### src/rtl/pipe_stage_buf.sv
// pipe_stage_buf: valid/ready pipeline-stage register carrying DATA_CH data
// channels plus write-back control (MEM->WB by default).
//
// Handshake: a transfer is accepted on a rising edge where in_valid && in_ready,
// and drained on a rising edge where out_valid && out_ready. The producer holds
// its payload stable while valid is high and ready is low. Entries leave in
// the order they arrived.
//
// Build option: define PIPE_STAGE_SKID_EN for a 2-entry skid buffer with a
// registered in_ready. Without it, the stage is a single register whose
// in_ready depends combinationally on out_ready.
//
// An accepted halt is stored with its payload zeroed. It sets the sticky
// halted flag, which blocks further accepts until flush or reset. flush
// empties the stage and takes priority over any same-cycle accept or drain.
module pipe_stage_buf #(
  parameter int DATA_W  = 16,
  parameter int DATA_CH = 4,
  parameter int REG_W   = 3
) (
  input  logic                      clk,
  input  logic                      rst,
  input  logic                      in_valid,
  output logic                      in_ready,
  input  logic [DATA_W*DATA_CH-1:0] in_data,
  input  logic [REG_W-1:0]          in_writereg,
  input  logic                      in_regwrite,
  input  logic                      in_memtoreg,
  input  logic                      in_halt,
  input  logic                      flush,
  output logic                      out_valid,
  input  logic                      out_ready,
  output logic [DATA_W*DATA_CH-1:0] out_data,
  output logic [REG_W-1:0]          out_writereg,
  output logic                      out_regwrite,
  output logic                      out_memtoreg,
  output logic                      out_halt,
  output logic                      halted,
  output logic [1:0]                count
);

  localparam int DW = DATA_W * DATA_CH;
  // Entry layout: {halt, memtoreg, regwrite, writereg, data}
  localparam int PW = DW + REG_W + 3;

  logic [PW-1:0] in_ent;
  logic [PW-1:0] head_q, head_d;
  logic          halted_q, halted_d;
  logic          acc, drn;

  // Squash the payload of a halt so that it cannot write back anything.
  always_comb begin
    if (in_halt) in_ent = {1'b1, {(PW-1){1'b0}}};
    else         in_ent = {1'b0, in_memtoreg, in_regwrite, in_writereg, in_data};
  end

  assign halted = halted_q;
  assign acc    = in_valid && in_ready;
  assign drn    = out_valid && out_ready;

  // The head payload reaches the outputs only while it is valid.
  assign {out_halt, out_memtoreg, out_regwrite, out_writereg, out_data} =
    out_valid ? head_q : '0;

`ifdef PIPE_STAGE_SKID_EN

  logic [PW-1:0] skid_q, skid_d;
  logic [1:0]    count_q, count_d;
  logic          in_ready_q, in_ready_d;

  assign in_ready  = in_ready_q;
  assign out_valid = (count_q != 2'd0);
  assign count     = count_q;

  // Next-state for the head/skid pair; the skid slot is only used when the
  // head is occupied and not draining. in_ready is looked ahead from the
  // next-state count, so it does not depend on out_ready this cycle.
  always_comb begin
    head_d   = head_q;
    skid_d   = skid_q;
    count_d  = count_q;
    halted_d = halted_q;
    if (flush) begin
      count_d  = 2'd0;
      halted_d = 1'b0;
    end else begin
      if (acc && in_halt) halted_d = 1'b1;
      case ({acc, drn})
        2'b10: begin
          if (count_q == 2'd0) begin
            head_d  = in_ent;
            count_d = 2'd1;
          end else begin
            skid_d  = in_ent;
            count_d = 2'd2;
          end
        end
        2'b01: begin
          if (count_q == 2'd2) head_d = skid_q;
          count_d = count_q - 2'd1;
        end
        2'b11: begin
          if (count_q == 2'd1) begin
            head_d = in_ent;
          end else begin
            head_d = skid_q;
            skid_d = in_ent;
          end
        end
        default: ;
      endcase
    end
    in_ready_d = !halted_d && (count_d != 2'd2);
  end

  // State registers; in_ready stays low until the first edge after reset.
  always_ff @(posedge clk or negedge rst) begin
    if (!rst) begin
      head_q     <= '0;
      skid_q     <= '0;
      count_q    <= 2'd0;
      halted_q   <= 1'b0;
      in_ready_q <= 1'b0;
    end else begin
      head_q     <= head_d;
      skid_q     <= skid_d;
      count_q    <= count_d;
      halted_q   <= halted_d;
      in_ready_q <= in_ready_d;
    end
  end

`else

  logic valid_q, valid_d;
  logic alive_q;

  // alive_q holds in_ready low through reset and up to the first clock edge.
  assign in_ready  = alive_q && !halted_q && (!valid_q || out_ready);
  assign out_valid = valid_q;
  assign count     = {1'b0, valid_q};

  // Next-state for the single-entry register.
  always_comb begin
    head_d   = head_q;
    valid_d  = valid_q;
    halted_d = halted_q;
    if (flush) begin
      valid_d  = 1'b0;
      halted_d = 1'b0;
    end else if (acc) begin
      head_d   = in_ent;
      valid_d  = 1'b1;
      if (in_halt) halted_d = 1'b1;
    end else if (drn) begin
      valid_d  = 1'b0;
    end
  end

  // State registers.
  always_ff @(posedge clk or negedge rst) begin
    if (!rst) begin
      head_q   <= '0;
      valid_q  <= 1'b0;
      halted_q <= 1'b0;
      alive_q  <= 1'b0;
    end else begin
      head_q   <= head_d;
      valid_q  <= valid_d;
      halted_q <= halted_d;
      alive_q  <= 1'b1;
    end
  end

`endif

endmodule

### config.mk
export PLATFORM = sky130hd
export DESIGN_NAME = pipe_stage_buf
export DESIGN_NICKNAME = d
export VERILOG_FILES = /design/src/rtl/pipe_stage_buf.sv
export SDC_FILE = /design/constraint.sdc
export NUM_CORES = 1
export LEC_CHECK = 0
export CORE_MARGIN = 2
export CORE_UTILIZATION = 45
export CTS_BUF_LIST = sky130_fd_sc_hd__clkbuf_2
export CTS_CLUSTER_DIAMETER = 40
export DETAILED_ROUTE_END_ITERATION = 16
export PLACE_DENSITY = 0.81
export SLEW_MARGIN = 20
export SYNTH_ARGS = -nofsm -noshare
export SYNTH_HDL_FRONTEND = slang
export SYNTH_SLANG_ARGS = --single-unit
### constraint.sdc
create_clock -name clk -period 2.66 [get_ports clk]
set_input_delay 0.266 -clock clk [delete_from_list [all_inputs] [get_ports clk]]
set_output_delay 0.266 -clock clk [all_outputs]
set_load 0.01 [all_outputs]
==> summary.txt, run 1 <==
Detailed routing
  • WL final: 8460 um
  • Vias post-DR: 2680
  • First-pass DRT Iterations: 4
  • Residual DRC: 0
  • Routed len/inst: 14.9 um
  • Initial drt markers: 58
  • Post-route ant nets: 0
  • DR vias/cell: 4.72

Synthesis
  • Cells after synthesis: 315
  • Number of flops mapped to enable cells by yosys: 0
  • Cell taking the most area after synthesis: dfrtp_1
  • Top cells by area, synth: dfrtp_1 (45%), mux2_4 (25%), and2_1 (11%)
  • Post-synthesis cell area: 4040 um^2
  • Syn_nets: 390
  • Syn avg cell area: 12.8 um^2
  • Fraction of registers with async set/reset: 100%
  • Main flop type after synthesis: dfrtp_1
  • Top cell type's share of synthesized area: 45.2%
  • Most numerous cell in the Yosys netlist: dfrtp_1
  • Netlist cell types: 17
  • Post-synthesis sequential area ratio: 45.2%
  • Commonest cells in the netlist: dfrtp_1 (73), and2_1 (70), nor2b_1 (69), mux2_4 (68), clkbuf_1 (14)
  • Synthesized flop and latch total: 73
  • Syn. warnings: 0

Timing
  • Worst slew pin tran: 0.925 ns
  • Min Clock Period, post-route: 2.38 ns
  • Post-route clock period utilization: 89.5%
  • Final Hold Vio Count: 0
  • Post-Route Skew: 0.0434 ns
  • Final setup violation count: 0
  • Fmax: 420 MHz
  • RSZ-0062 raised after global routing: no
  • Final WS setup: 0.278 ns
  • Slew Limit Fails: 0
  • Fin Setup TNS: 0 ns
  • Worst slew margin: 38.3%

Power and ir drop
  • P_int: 0.00209 W
  • Clock power frac: 24.8%
  • Sequential share of power: 50.4%
  • Sw power: 0.000706 W
  • Leakage Power: 2.47 nW
  • Switching portion of total power: 25.2%
  • P per Cell Area: 497 nW/um^2
  • Gate power share: 24.9%
  • Worst vdd ir: 0.261 mV
  • Final Power: 0.00280 W

Floorplan
  • Die width: 98.7 um
  • Num rows: 34
  • Io pins: 150
  • Core area: 8720 um^2
  • Die Area: 9750 um^2
  • Initial core utilization: 46.3%
  • Die Span Y: 98.7 um

Layout
  • Number of fill cells: 694
  • P&R area growth vs syn: 39.5%
  • Final instance area: 5630 um^2
  • Final core occ: 64.6%
  • # diodes: 0
  • Share of layout cells above drive strength 1: 20.2%
  • Final net count: 530

Critical path
  • CP startpoint: out_valid$_DFFE_PN0P_
  • CP endpoint kind: output port
  • Crit-path max FO: 72
  • CP Launch Type: flip-flop
  • R2R Path End: head_q[20]$_DFFE_PN0P_
  • WP data required: 2.39 ns
  • CP Data Arrival Time: 2.12 ns
  • Crit Path Class: reg2out
  • Reg2Reg Depth: 4
  • FF-to-FF Start: out_valid$_DFFE_PN0P_
  • Reg2Reg Setup Slack: 0.84 ns

Global routing
  • GRT busiest layer: met2
  • GRT Resource Usage Total: 17.9%
  • Met2 usage: 29.0%
  • Vias in the first global route: 2892
  • Largest net degree at the start of global routing: 74
  • M1 GR Usage: 24.1%
  • Initial antenna violation count: 0
  • First-pass GRT wire length: 13900 um
  • M3 GR Usage: 3.69%
  • Grt ovf: 0

Place
  • Post-DP HPWL: 5740 um
  • Port Buffers: 148
  • Routability congestion estimate: 0.712
  • Worst slack, placed: 0.506 ns
  • Dpl cell area: 5490 um^2

Clock network
  • Clock root buffer: clkbuf_2
  • CTS buffer count: 9
  • Clock buffer depth: 2
  • CTS Sinks: 73
  • CTS tree: yes
  • H-tree Lvls: 3
  • Clock slew at reported path FFs: 0.22 ns
  • Post_cts resized: 0
  • Setup Buffers After CTS: 0
  • Clock Latency Late Sink: 0.49 ns

Min path
  • Hold crit path type: in2async

Job
  • Total of max-cap violations: 0

Status
  • Outcome: finished clean
==> repair_timing <==
item	CTS	global route
endpoints found under the hold margin	73	0
hold buffers	1	0
setup endpoints to repair	0	0
==> flip-flops by register name, indices dropped and copies added (netlist names) <==
signal,cells
head_q,70
alive_q,1
out_valid,1
halted,1
==> cell usage in the layout (no fill, tap or decap), drive strengths merged <==
| master | instances |
|---|---|
| a21o | 1 |
| a22o | 1 |
| and2 | 70 |
| buf | 6 |
| bufinv | 2 |
| clkbuf | 9 |
| clkdlybuf4s50 | 146 |
| clkinv | 5 |
| conb | 2 |
| dfrtp | 73 |
| dlygate4sd3 | 1 |
| inv | 1 |
| mux2 | 70 |
| nand2b | 1 |
| nor2b | 70 |
| nor3b | 1 |
| nor4b | 1 |
==> stage by stage <==
step	cells	hold WS [ns]
6_report	568	0.411
5_1_grt	568	0.392
4_1_cts	568	0.382
3_5_place_dp	551	0.471
3_3_place_gp	551	0.447
2_1_floorplan	315	-0.0296
==> metal layers <==
metal  wire length, um  share of wire, %
met1              3820                45
met2              4000                47
met3               499               5.9
met4               141               1.7
met5                 0                 0
==> critical path: stages, from the launching register on <==
cell and delay (ns):
dfrtp_1 0.39, buf_4 0.45, and2_1 0.22, clkdlybuf4s50_1 0.56
==> how the worst max path moves through the flow <==
stage | end | slack [ns]
6_report | out_data[1] | 0.28
5_1_grt | out_data[12] | 0.09
4_1_cts | out_data[1] | 0.20
3_5_place_dp | head_q[6]$_DFFE_PN0P_ | 0.51
3_3_place_gp | head_q[10]$_DFFE_PN0P_ | 0.52
2_1_floorplan | head_q[0]$_DFFE_PN0P_ | 0.97
==> area by class of cell <==
type | count | area (um^2) | share of cell area [%]
Multi-Input combinational cell | 217 | 2000 | 35.5
Clock inverter | 7 | 85.1 | 1.51
Clock buffer | 9 | 45.0 | 0.800
Timing Repair Buffer | 153 | 1540 | 27.3
Sequential cell | 73 | 1830 | 32.4
Inverter | 1 | 3.75 | 0.0667
Tap cell | 108 | 135 | 2.40
==> power groups by stage <==
stage	sequential [W]	combinational, W	clock [W]
finish	0.00141	0.000697	0.000694
global route	0.00144	0.000753	0.000760
CTS	0.00141	0.000707	0.000715
detailed placement	0.00143	0.000705	0
global placement	0.00142	0.000685	0
floorplan	0.00139	0.000455	0
==> kinds of logic after synthesis <==
group	share of synthesized area [%]
and+or+nand+nor	22.8
DFF	45.2
muxes	25.8
buffers and inverters	5.52
AOI/OAI and AO/OA	0.434
other	0.186
Power figures use the tool's default switching activity.
==> inputs of run 2 (changes only) <==
- CAP_MARGIN: unset -> 20
- DONT_BUFFER_PORTS: unset -> 1
- PLACE_DENSITY: 0.81 -> unset
==> run 2 against run 1 <==
Net effect: routed wire length increased by 1.3%; final area fell by 18%; clock skew shrank 0.021 ns; highest routed layer unchanged.
==> summary.txt, run 2 (synthesized netlist as in run 1, its figures left out) <==
Timing
  • Slew Limit Fails: 0
  • Final Hold Vio Count: 0
  • Worst slew margin: 50.4%
  • Worst slew pin tran: 0.742 ns
  • RSZ-0062 raised after global routing: no
  • Post-Route Skew: 0.0222 ns
  • Post-route clock period utilization: 83.7%
  • Final setup violation count: 0
  • Fin Setup TNS: 0 ns
  • Fmax: 449 MHz
  • Min Clock Period, post-route: 2.23 ns

Place
  • Dpl cell area: 4000 um^2
  • Post-DP HPWL: 4620 um
  • Port Buffers: 0
  • Routability congestion estimate: 0.668

Min path
  • Hold wc startpoint: in_data[12]
  • Hold crit path type: in2reg

Clock network
  • H-tree Lvls: 3
  • Clock slew at reported path FFs: 0.22 ns
  • Hold Buf Count CTS: 33
  • Clock buffer depth: 2
  • Clock Latency Late Sink: 0.47 ns
  • CTS Sinks: 73
  • Setup Buffers After CTS: 0
  • CTS buffer count: 9
  • Post_cts resized: 0
  • Clock root buffer: clkbuf_2
  • CTS tree: yes

Global routing
  • First-pass GRT wire length: 12900 um
  • Grt ovf: 0
  • Largest net degree at the start of global routing: 74
  • GRT Resource Usage Total: 17.0%
  • Initial antenna violation count: 0
  • Vias in the first global route: 2316

Detailed routing
  • Residual DRC: 0
  • DR vias/cell: 5.06
  • Initial drt markers: 76
  • Post-route ant nets: 0
  • WL final: 8570 um
  • Vias post-DR: 2347
  • First-pass DRT Iterations: 4
  • Routed len/inst: 18.5 um

Floorplan
  • Io pins: 150
  • Core area: 8720 um^2
  • Die Span Y: 98.7 um
  • Initial core utilization: 46.3%
  • Num rows: 34
  • Die width: 98.7 um
  • Die Area: 9750 um^2

Critical path
  • Crit path capture: halted$_DFFE_PN0P_
  • Reg2Reg Setup Slack: 0.43 ns
  • WP data required: 3.09 ns
  • CP endpoint kind: flip-flop
  • CP startpoint: out_valid$_DFFE_PN0P_
  • CP Launch Type: flip-flop
  • Crit-path max FO: 27
  • Crit Path Class: reg2reg
  • FF-to-FF Start: out_valid$_DFFE_PN0P_
  • Reg2Reg Depth: 5
  • CP Data Arrival Time: 2.65 ns
  • R2R Path End: halted$_DFFE_PN0P_

Layout
  • Number of fill cells: 762
  • Largest register FFs: 70
  • Share of layout cells above drive strength 1: 26.1%
  • Top reg by flops: head_q
  • Leading cell type in the layout, fill and taps excluded: dfrtp_1
  • P&R area growth vs syn: 14.9%
  • Final net count: 426
  • Final instance area: 4640 um^2
  • Most frequent cells in the layout: dfrtp_1 (72), and2_1 (70), nor2b_1 (69)
  • Storage element area: 1830 um^2
  • # diodes: 0
  • Area of the multi-input gates: 2000 um^2

Status
  • Outcome: finished clean

Power and ir drop
  • Final Power: 0.00276 W
  • P per Cell Area: 594 nW/um^2
  • Leakage Power: 2.13 nW
  • Worst vdd ir: 0.240 mV

Job
  • Total of max-cap violations: 0
-- run 2: cell count changes in the layout (fill, tap and decap cells not counted), sizes merged --
cell / change
clkdlybuf4s50: -146
clkinv: -2
bufinv: +1
buf: -1
clkinvlp: +1
dlygate4sd3: +43
-- run 2: how the worst min path moves through the flow --
stage                             end  cells past startpoint
2_1_floorplan       alive_q$_DFF_PN0_                      0
3_3_place_gp   head_q[13]$_DFFE_PN0P_                      0
3_5_place_dp   head_q[13]$_DFFE_PN0P_                      0
4_1_cts        head_q[53]$_DFFE_PN0P_                      2
5_1_grt        head_q[24]$_DFFE_PN0P_                      2
6_report       head_q[12]$_DFFE_PN0P_                      2
-- run 2: final cells by class --
cell class              count  area share [%]
inverters                   1          0.0809
well taps                 108            2.91
clock buffers               9           0.971
repair buffers             49            11.3
multi-input cells         217            43.0
flip-flops and latches     73            39.4
clock inverters             7            2.35
-- run 2: critical path, stage by stage, from the launching register on --
cell	delay, ns
dfrtp_2	0.49
nor2b_4	0.15
nor4b_4	0.32
buf_4	0.47
a22o_1	0.20
dlygate4sd3_1	0.55
-- run 2: routing by layer --
metal	track usage (%)	up-vias	part of all wire, %
li1	-	1079	-
met1	22.8	1174	46
met2	26.9	81	48
met3	4.11	13	4.7
met4	6.32	0	1.5
met5	0	-	0
-- run 2: where the power goes --
part | switching, W | internal, W
logic | 0.000194 | 0.000367
clock network | 0.000391 | 0.000396
registers | 0.000104 | 0.00131
total | 0.000689 | 0.00207
-- run 2: through the flow --
step / std cells / setup WS (ns) / util (%) / hold WS [ns]
after floorplan: 315 / 0.972 / - / -0.0296
after global placement: 402 / 0.772 / 45.9 / -0.0276
after detailed placement: 402 / 0.741 / 45.9 / -0.0282
after CTS: 451 / 0.415 / 51.7 / 0.000189
after global routing: 464 / 0.341 / 53.2 / 0.000566
final: 464 / 0.435 / 53.2 / 0.0519
